<file path="config.mk">
export PLATFORM = sky130hd
export DESIGN_NAME = bb_bus_arbiter_flat
export DESIGN_NICKNAME = d
export VERILOG_FILES = /design/src/rtl/bb_bus_arbiter_if.sv /design/src/rtl/bb_bus_arbiter.sv /design/src/flat_wrapper.sv
export SDC_FILE = /design/constraint.sdc
export NUM_CORES = 1
export LEC_CHECK = 0
export BUFFER_PORTS_ARGS = -buffer_cell sky130_fd_sc_hd__buf_2
export CAP_MARGIN = 20
export CORE_UTILIZATION = 45
export CTS_BUF_LIST = sky130_fd_sc_hd__clkbuf_2
export DETAILED_ROUTE_END_ITERATION = 16
export PLACE_DENSITY_LB_ADDON = 0.15
export SYNTH_ARGS = -nofsm -noshare
export SYNTH_HDL_FRONTEND = slang
export SYNTH_SLANG_ARGS = --single-unit
</file>
<file path="constraint.sdc">
create_clock -name clk -period 1.84 [get_ports clk]
set_input_delay 0.276 -clock clk [delete_from_list [all_inputs] [get_ports clk]]
set_output_delay 0.276 -clock clk [all_outputs]
set_load 0.05 [all_outputs]
</file>
<file path="src/rtl/bb_bus_arbiter_if.sv">
// rtl/bb_bus_arbiter_if.sv - bus arbitration handshake bundle between masters, split slave and arbiter
//
// Signals:
//   breq        per-master bus request (level)
//   bgrant      per-master grant, one-hot or zero
//   split       per-master split hold, high while that master is parked
//   msel        index of the current owner, drives the datapath mux
//   bus_busy    high while any bgrant bit is high
//   slave_split slave asks to split the current read
//   split_done  one-cycle pulse, split slave has data ready
// Modports:
//   master  arbiter view (drives grants, split holds and mux select)
//   slave   requester / slave view (drives requests and split signalling)
interface bb_bus_arbiter_if #(
    parameter int NUM_MASTERS = 2,
    parameter int MSEL_W      = (NUM_MASTERS > 1) ? $clog2(NUM_MASTERS) : 1
);
    logic [NUM_MASTERS-1:0] breq;
    logic [NUM_MASTERS-1:0] bgrant;
    logic [NUM_MASTERS-1:0] split;
    logic [MSEL_W-1:0]      msel;
    logic                   bus_busy;
    logic                   slave_split;
    logic                   split_done;

    modport master (
        input  breq, slave_split, split_done,
        output bgrant, split, msel, bus_busy
    );

    modport slave (
        output breq, slave_split, split_done,
        input  bgrant, split, msel, bus_busy
    );
endinterface

</file>
<file path="src/rtl/bb_bus_arbiter.sv">
// rtl/bb_bus_arbiter.sv - serial system bus arbiter with one outstanding split transaction
//
// Shares the bus among NUM_MASTERS masters via breq/bgrant, drives the mux
// select and parks a master whose read was split until the slave completes.
// Optional macro ARB_ROUND_ROBIN_EN: round-robin winner selection instead of
// fixed priority (index 0 highest).
//
// Ports:
//   clk   system clock
//   rstn  asynchronous active-low reset
//   bus   bb_bus_arbiter_if.master: breq/slave_split/split_done in,
//         bgrant/split/msel/bus_busy out (all outputs registered)
module bb_bus_arbiter #(
    parameter int NUM_MASTERS = 2,
    parameter int MSEL_W      = (NUM_MASTERS > 1) ? $clog2(NUM_MASTERS) : 1
) (
    input  logic             clk,
    input  logic             rstn,
    bb_bus_arbiter_if.master bus
);

    typedef enum logic {
        IDLE = 1'b0,
        BUSY = 1'b1
    } state_t;

    state_t                 state_q, state_d;
    logic [NUM_MASTERS-1:0] bgrant_q, bgrant_d;
    logic [NUM_MASTERS-1:0] split_q, split_d;
    logic [MSEL_W-1:0]      msel_q, msel_d;
    logic [MSEL_W-1:0]      split_owner_q, split_owner_d;
    logic                   split_pending_q, split_pending_d;
    logic                   resume_q, resume_d;
    logic                   bus_busy_q;

    logic [NUM_MASTERS-1:0] eligible;
    logic                   any_eligible;
    logic [MSEL_W-1:0]      winner;
    logic                   abandon;

`ifdef ARB_ROUND_ROBIN_EN
    logic [MSEL_W-1:0]      rr_ptr_q, rr_ptr_d;
`endif

    // The parked master keeps breq high while waiting; it must not win a
    // normal arbitration round, only the resume path may grant it.
    always_comb begin
        eligible = bus.breq;
        if (split_pending_q) begin
            eligible[split_owner_q] = 1'b0;
        end
        any_eligible = |eligible;
    end

    always_comb begin
        winner = '0;
`ifdef ARB_ROUND_ROBIN_EN
        // Walk from furthest to nearest after rr_ptr so the nearest eligible
        // index is written last; k == NUM_MASTERS is rr_ptr itself (lowest).
        for (int k = NUM_MASTERS; k >= 1; k--) begin
            if (eligible[(int'(rr_ptr_q) + k) % NUM_MASTERS]) begin
                winner = MSEL_W'((int'(rr_ptr_q) + k) % NUM_MASTERS);
            end
        end
`else
        for (int i = NUM_MASTERS - 1; i >= 0; i--) begin
            if (eligible[i]) begin
                winner = MSEL_W'(i);
            end
        end
`endif
    end

    // Parked master gave up waiting: release the split bookkeeping.
    assign abandon = split_pending_q && !bus.breq[split_owner_q];

    always_comb begin
        state_d         = state_q;
        bgrant_d        = bgrant_q;
        split_d         = split_q;
        msel_d          = msel_q;
        split_owner_d   = split_owner_q;
        split_pending_d = split_pending_q;
        resume_d        = resume_q;
`ifdef ARB_ROUND_ROBIN_EN
        rr_ptr_d        = rr_ptr_q;
`endif

        // Completion is only meaningful once the split is registered; it is
        // remembered in resume until the bus goes idle.
        if (split_pending_q && bus.split_done) begin
            resume_d = 1'b1;
        end

        if (abandon) begin
            split_pending_d = 1'b0;
            resume_d        = 1'b0;
            split_d         = '0;
        end

        case (state_q)
            IDLE: begin
                if (resume_q && !abandon) begin
                    bgrant_d                = '0;
                    bgrant_d[split_owner_q] = 1'b1;
                    split_d                 = '0;
                    msel_d                  = split_owner_q;
                    split_pending_d         = 1'b0;
                    resume_d                = 1'b0;
                    state_d                 = BUSY;
                end else if (any_eligible) begin
                    bgrant_d         = '0;
                    bgrant_d[winner] = 1'b1;
                    msel_d           = winner;
`ifdef ARB_ROUND_ROBIN_EN
                    rr_ptr_d         = winner;
`endif
                    state_d          = BUSY;
                end
            end
            BUSY: begin
                // Split wins over a simultaneous request drop; a second split
                // while one is outstanding is ignored.
                if (bus.slave_split && !split_pending_q) begin
                    split_owner_d   = msel_q;
                    split_pending_d = 1'b1;
                    bgrant_d        = '0;
                    split_d[msel_q] = 1'b1;
                    state_d         = IDLE;
                end else if (!bus.breq[msel_q]) begin
                    bgrant_d = '0;
                    state_d  = IDLE;
                end
            end
            default: begin
                state_d = IDLE;
            end
        endcase
    end

    always_ff @(posedge clk or negedge rstn) begin
        if (!rstn) begin
            state_q         <= IDLE;
            bgrant_q        <= '0;
            split_q         <= '0;
            msel_q          <= '0;
            split_owner_q   <= '0;
            split_pending_q <= 1'b0;
            resume_q        <= 1'b0;
            bus_busy_q      <= 1'b0;
        end else begin
            state_q         <= state_d;
            bgrant_q        <= bgrant_d;
            split_q         <= split_d;
            msel_q          <= msel_d;
            split_owner_q   <= split_owner_d;
            split_pending_q <= split_pending_d;
            resume_q        <= resume_d;
            bus_busy_q      <= |bgrant_d;
        end
    end

`ifdef ARB_ROUND_ROBIN_EN
    always_ff @(posedge clk or negedge rstn) begin
        if (!rstn) begin
            rr_ptr_q <= '0;
        end else begin
            rr_ptr_q <= rr_ptr_d;
        end
    end
`endif

    assign bus.bgrant   = bgrant_q;
    assign bus.split    = split_q;
    assign bus.msel     = msel_q;
    assign bus.bus_busy = bus_busy_q;

endmodule
</file>
<file path="src/flat_wrapper.sv">
// flat-port wrapper written by rule: the top's interface ports become plain ports
module bb_bus_arbiter_flat 
#(
    parameter int NUM_MASTERS = 2,
    parameter int MSEL_W      = (NUM_MASTERS > 1) ? $clog2(NUM_MASTERS) : 1
)
  (clk, rstn, bus_breq, bus_slave_split, bus_split_done, bus_bgrant, bus_split, bus_msel, bus_bus_busy);
  bb_bus_arbiter_if #(.NUM_MASTERS(NUM_MASTERS), .MSEL_W(MSEL_W)) bus_i ();
  input  logic clk;
  input  logic rstn;
  input wire logic [$bits(bus_i.breq)-1:0] bus_breq;
  input wire logic [$bits(bus_i.slave_split)-1:0] bus_slave_split;
  input wire logic [$bits(bus_i.split_done)-1:0] bus_split_done;
  output wire logic [$bits(bus_i.bgrant)-1:0] bus_bgrant;
  output wire logic [$bits(bus_i.split)-1:0] bus_split;
  output wire logic [$bits(bus_i.msel)-1:0] bus_msel;
  output wire logic [$bits(bus_i.bus_busy)-1:0] bus_bus_busy;
  assign bus_i.breq = bus_breq;
  assign bus_i.slave_split = bus_slave_split;
  assign bus_i.split_done = bus_split_done;
  assign bus_bgrant = bus_i.bgrant;
  assign bus_split = bus_i.split;
  assign bus_msel = bus_i.msel;
  assign bus_bus_busy = bus_i.bus_busy;
  bb_bus_arbiter #(.NUM_MASTERS(NUM_MASTERS), .MSEL_W(MSEL_W)) u_core (.clk(clk), .rstn(rstn), .bus(bus_i));
endmodule
</file>
Word-level counts from Yosys, hierarchy flattened

Index checks and enable logic that the tools add are counted.

Flip-flop bits (word level): 10
Output and inout bits: 6
Logic and storage cells: 70

Magnitude comparators: 6
Mux-type cells: 37
Bitwise logic cells: 4
Reductions and logical operators: 15

Operator list:

| kind                                                                 | number |
|---|---|
| 1-bit 2-to-1 mux                                                     | 22 |
| 2-bit 2-to-1 mux                                                     | 8 |
| 2-bit case mux with 2 select lines                                   | 2 |
| 1-bit logical AND                                                    | 7 |
| 1-bit by 2-bit < comparator with 1-bit output, second input constant | 3 |
| 1-bit case mux with 2 select lines                                   | 2 |
| 2-bit AND reduction                                                  | 2 |
| 2-bit OR reduction                                                   | 2 |
| 1-bit demux with 1-bit select                                        | 3 |
| 1-bit >= comparator, second input constant                           | 3 |
| 1-bit zero test                                                      | 3 |
| 2-bit AND                                                            | 1 |
| 2-bit inverter                                                       | 1 |
| 2-bit bitwise OR                                                     | 1 |
| 2-bit nonzero test                                                   | 1 |
| 1-bit inverter                                                       | 1 |

Longest topological paths before layout

Word-level depth: 17
Gate-level depth with buffers: 5
Depth with buffers taken out: 4

Worst setup path after synthesis

OpenSTA, ideal clock, no wires.

Path kind: reg-to-reg
From: register u_core.bgrant_q[1] (netlist: u_core.bus.bgrant[1])
To: register u_core.bus_busy_q (netlist: u_core.bus.bus_busy)
Data arrival time: 1329 ps
Path slack: 425 ps
Stages on the path, launching flop included: 5
Clock period less this slack: 1415 ps
Cells stage by stage: dfrtp_1 nor2_1 a2111oi_2 a2bb2oi_1 o211ai_1

Longest elaborated chain between the ends: 4

RTL lines:

| what                                 | RTL line                                     | text |
|---|---|---|
| start, declared                      | bb_bus_arbiter.sv:28                         | `logic [NUM_MASTERS-1:0] bgrant_q, bgrant_d;` |
| start signal, assigned               | bb_bus_arbiter.sv:153                        | `bgrant_q <= bgrant_d;` |
| 2-bit 2-to-1 mux (on tied branches)  | bb_bus_arbiter.sv:130, bb_bus_arbiter.sv:111 |  |
| 2-bit 2-to-1 mux (on tied branches)  | bb_bus_arbiter.sv:124, bb_bus_arbiter.sv:103 |  |
| 2-bit case mux with 2 select lines * | bb_bus_arbiter.sv:101                        | `case (state_q)` |
| 2-bit OR reduction *                 | bb_bus_arbiter.sv:159                        | `bus_busy_q <= \|bgrant_d;` |
| end signal, assigned                 | bb_bus_arbiter.sv:159                        |  |
| end, declared                        | bb_bus_arbiter.sv:34                         | `logic bus_busy_q;` |

Every way passes the cells marked *; elsewhere a longest branch is shown, timed or not.
A chain may end at the register's enable or synchronous reset.

Final worst setup path

From: register u_core.resume_q
To: register u_core.msel_q (netlist: u_core.bus.msel)

Longest elaborated chain between the ends: 3

RTL lines:

| what                          | RTL line              | text |
|---|---|---|
| start, declared               | bb_bus_arbiter.sv:33  | `logic resume_q, resume_d;` |
| start signal, assigned        | bb_bus_arbiter.sv:158 | `resume_q <= resume_d;` |
| 1-bit logical AND *           | bb_bus_arbiter.sv:103 | `if (resume_q && !abandon) begin` |
| 2-bit nonzero test (no line)  | n/a                   |  |
| 2-bit AND reduction (no line) | n/a                   |  |
| end signal, assigned          | bb_bus_arbiter.sv:155 | `msel_q <= msel_d;` |
| end, declared                 | bb_bus_arbiter.sv:30  | `logic [MSEL_W-1:0] msel_q, msel_d;` |

Marks and branches as above.

==> flow_metrics.env <==
export IMPL_synth_edf_count=0
export IMPL_drc_errors=0
export IMPL_cts_setup_buffers=0
export IMPL_cts_resized=0
export IMPL_timing_slew_headroom=0.724
export IMPL_slew_viol_final=0
export IMPL_clk_path_buf_depth=2
export IMPL_regArea_um2=250
export IMPL_hp_class="in -> reg"
export IMPL_p_leak_nw=0.307
export IMPL_cp_start_kind="register"
export IMPL_fp_dieH_um=40.2
export IMPL_synthArstFlopShare=1.00
export IMPL_arrival_ns=1.56
export IMPL_cp_required_ns=1.97
export IMPL_fmax_mhz=700
export IMPL_syn_num_nets=76
export IMPL_gp_congestion=0.747
export IMPL_synth_top_area_cell="dfrtp_1"
export IMPL_boundaryPins=12
export IMPL_drive_gt1_frac=0.275
export IMPL_grt_pass1_wl_mm=2.05
export IMPL_wl_per_cell_um=13.4
export IMPL_grt_pass1_vias=468
export IMPL_core_area_mm2=0.00133
export IMPL_grt_max_degree=13
export IMPL_postCtsHoldBufs=1
export IMPL_synth_seq_cells=10
export IMPL_antenna_found_initial=0
export IMPL_rsz0062_at_grt="no"
export IMPL_htreeDepth=1
export IMPL_cts_clk_slew_worst_paths_ns=0.09
export IMPL_worstSetupPathType="reg -> reg"
export IMPL_tightestPinTransition_ns=0.415
export IMPL_nets=88
export IMPL_avgViaCountPerCell=5.40
export IMPL_netlist_area_um2=656
export IMPL_dp_cells=91
export IMPL_outcome="finished, final reports clean"
export IMPL_initialDrtViolationCount=17
export IMPL_routed_wirelength_mm=1.28
export IMPL_ys_types=29
export IMPL_period_needed_ns=1.43
export IMPL_cts_buffers=3
export IMPL_hold_viol=0
export IMPL_finalCritPeriodShare=0.777
export IMPL_skew_ns=0.00384
export IMPL_worstPathCellList="o21ai_0 > a21oi_1 > o21ai_2 > mux2_4"
export IMPL_clock_sinks=10
export IMPL_nFillCells=119
export IMPL_ir_worst_vdd_mv=0.810
export IMPL_grt_overflow=0
export IMPL_tritoncts="done"
export IMPL_multi_input_area_um2=338
export IMPL_dp_final_hpwl_um=926
export IMPL_postSynthCellCount=70
export IMPL_tns_ns=0
export IMPL_avgSynthCellArea_um2=9.37
export IMPL_fin_cells=95
export IMPL_syn_to_final_growth_pct=7.63
export IMPL_fp_row_count=13
export IMPL_power_density_mw_per_mm2=1820
export IMPL_ys_seq_area_frac=0.382
export IMPL_clk_latency_ns=0.24
export IMPL_ant_nets=0
export IMPL_track_usage=0.199
export IMPL_first_pass_iters=4
export IMPL_yosysMostFrequentCell="dfrtp_1"
export IMPL_cts_root_buf="clkbuf_2"
export IMPL_maxCapViolations=0
export IMPL_critical_path_peak_fanout=12
export IMPL_critPathMaxStageDelay_ns=0.54
export IMPL_synthFlopType="dfrtp_1"
export IMPL_antennaDiodeCount=0
export IMPL_vias=513
export IMPL_slowest_stage="dfrtp_1"
export IMPL_ys_top_cells_by_count="dfrtp_1 (10), o21ai_0 (7), nor2_1 (6), nand2_1 (5)"
export IMPL_yosys_warnings=0
export IMPL_netlist_area_leader_share=0.382
export IMPL_die_w_um=40.2
export IMPL_io_buffers=11
export IMPL_start_util=0.492
export IMPL_die_area_mm2=0.00161
export IMPL_setup_viol=0
export IMPL_synth_area_top_cells="dfrtp_1 (38%), o21ai_0 (5.3%), buf_6 (5.2%), nor2_1 (3.4%), o31ai_1 (3.4%)"
export IMPL_cp_end_kind="register"
-- critical path: cells and delay by family, from the launching register on --
family / cells / cell delay, ns
AOI/OAI and AO/OA: 3 / 0.48
DFF: 1 / 0.54
muxes: 1 / 0.31
-- cell type report --
cell class	instances	area share
multi-input combinational	50	0.479
tap	15	0.0266
clock buffer	3	0.0213
sequential	10	0.355
timing repair buffer	12	0.0922
inverter	5	0.0266
-- final timing paths --
check	from	end	slack (ns)	depth (start not counted)
worst max-delay path	u_core.resume_q	u_core.bus.msel	0.41	4
worst min-delay path	bus_split_done	u_core.resume_q	0.29	3
worst max register to register	u_core.resume_q	u_core.bus.msel	0.41	4
worst min register to register	u_core.bus.split[1]	u_core.bus.split[1]	0.52	2
max in group asynchronous	rstn	u_core.bus.split[0]	1.23	2
min in group asynchronous	rstn	u_core.split_pending_q	0.41	2
-- through the flow --
step / setup slack, ns / utilization / total power, mW / hold WS [ns] / cell area (um2)
after floorplan: 0.425 / - / 1.07 / -0.0196 / 656
after global placement: 0.420 / 0.510 / 1.17 / 0.146 / 681
after detailed placement: 0.434 / 0.510 / 1.17 / 0.152 / 681
after CTS: 0.414 / 0.529 / 1.29 / 0.277 / 706
after global routing: 0.261 / 0.529 / 1.38 / 0.281 / 706
final: 0.411 / 0.529 / 1.28 / 0.288 / 706
-- flip-flops by register name (all words and copies together), names as in the netlist --
name	count
u_core.bus.msel	1
u_core.bus.split	2
u_core.split_owner_q	1
u_core.resume_q	1
u_core.state_q	1
u_core.bus.bgrant	2
u_core.bus.bus_busy	1
u_core.split_pending_q	1
-- power by group --
part / internal (mW) / switching (mW) / total [mW]
sequential: 0.317 / 0.168 / 0.485
combinational: 0.250 / 0.434 / 0.684
clock: 0.0445 / 0.0683 / 0.113
total: 0.611 / 0.671 / 1.28
-- cell families after synthesis --
group,share of synthesized area
compound gates,0.286
simple gates,0.174
flops,0.382
buf+inv,0.103
mux,0.0553
-- routing by layer --
| metal | global-route usage | vias to the layer above | part of all wire |
|---|---|---|---|
| met3 | 0.0500 | 2 | 0.026 |
| met2 | 0.270 | 8 | 0.43 |
| met4 | 0.100 | 0 | 0.0094 |
| met1 | 0.287 | 231 | 0.53 |
| met5 | 0 | - | 0 |
| li1 | - | 272 | - |
-- layout by cell type, fill, tap and decap left out, types with 2 or more instances in the layout --
master	netlist	layout
buf_2	0	11
dfrtp_1	10	10
o21ai_0	7	7
nor2_1	6	6
nand2_1	5	5
inv_1	4	4
a21oi_1	4	4
nor2b_1	3	3
o31ai_1	3	3
clkbuf_2	0	3
nand3_1	2	2
o211ai_1	2	2
nand2b_1	2	2
nand3b_1	2	2
Note: power is estimated with default switching activity, not from simulation.
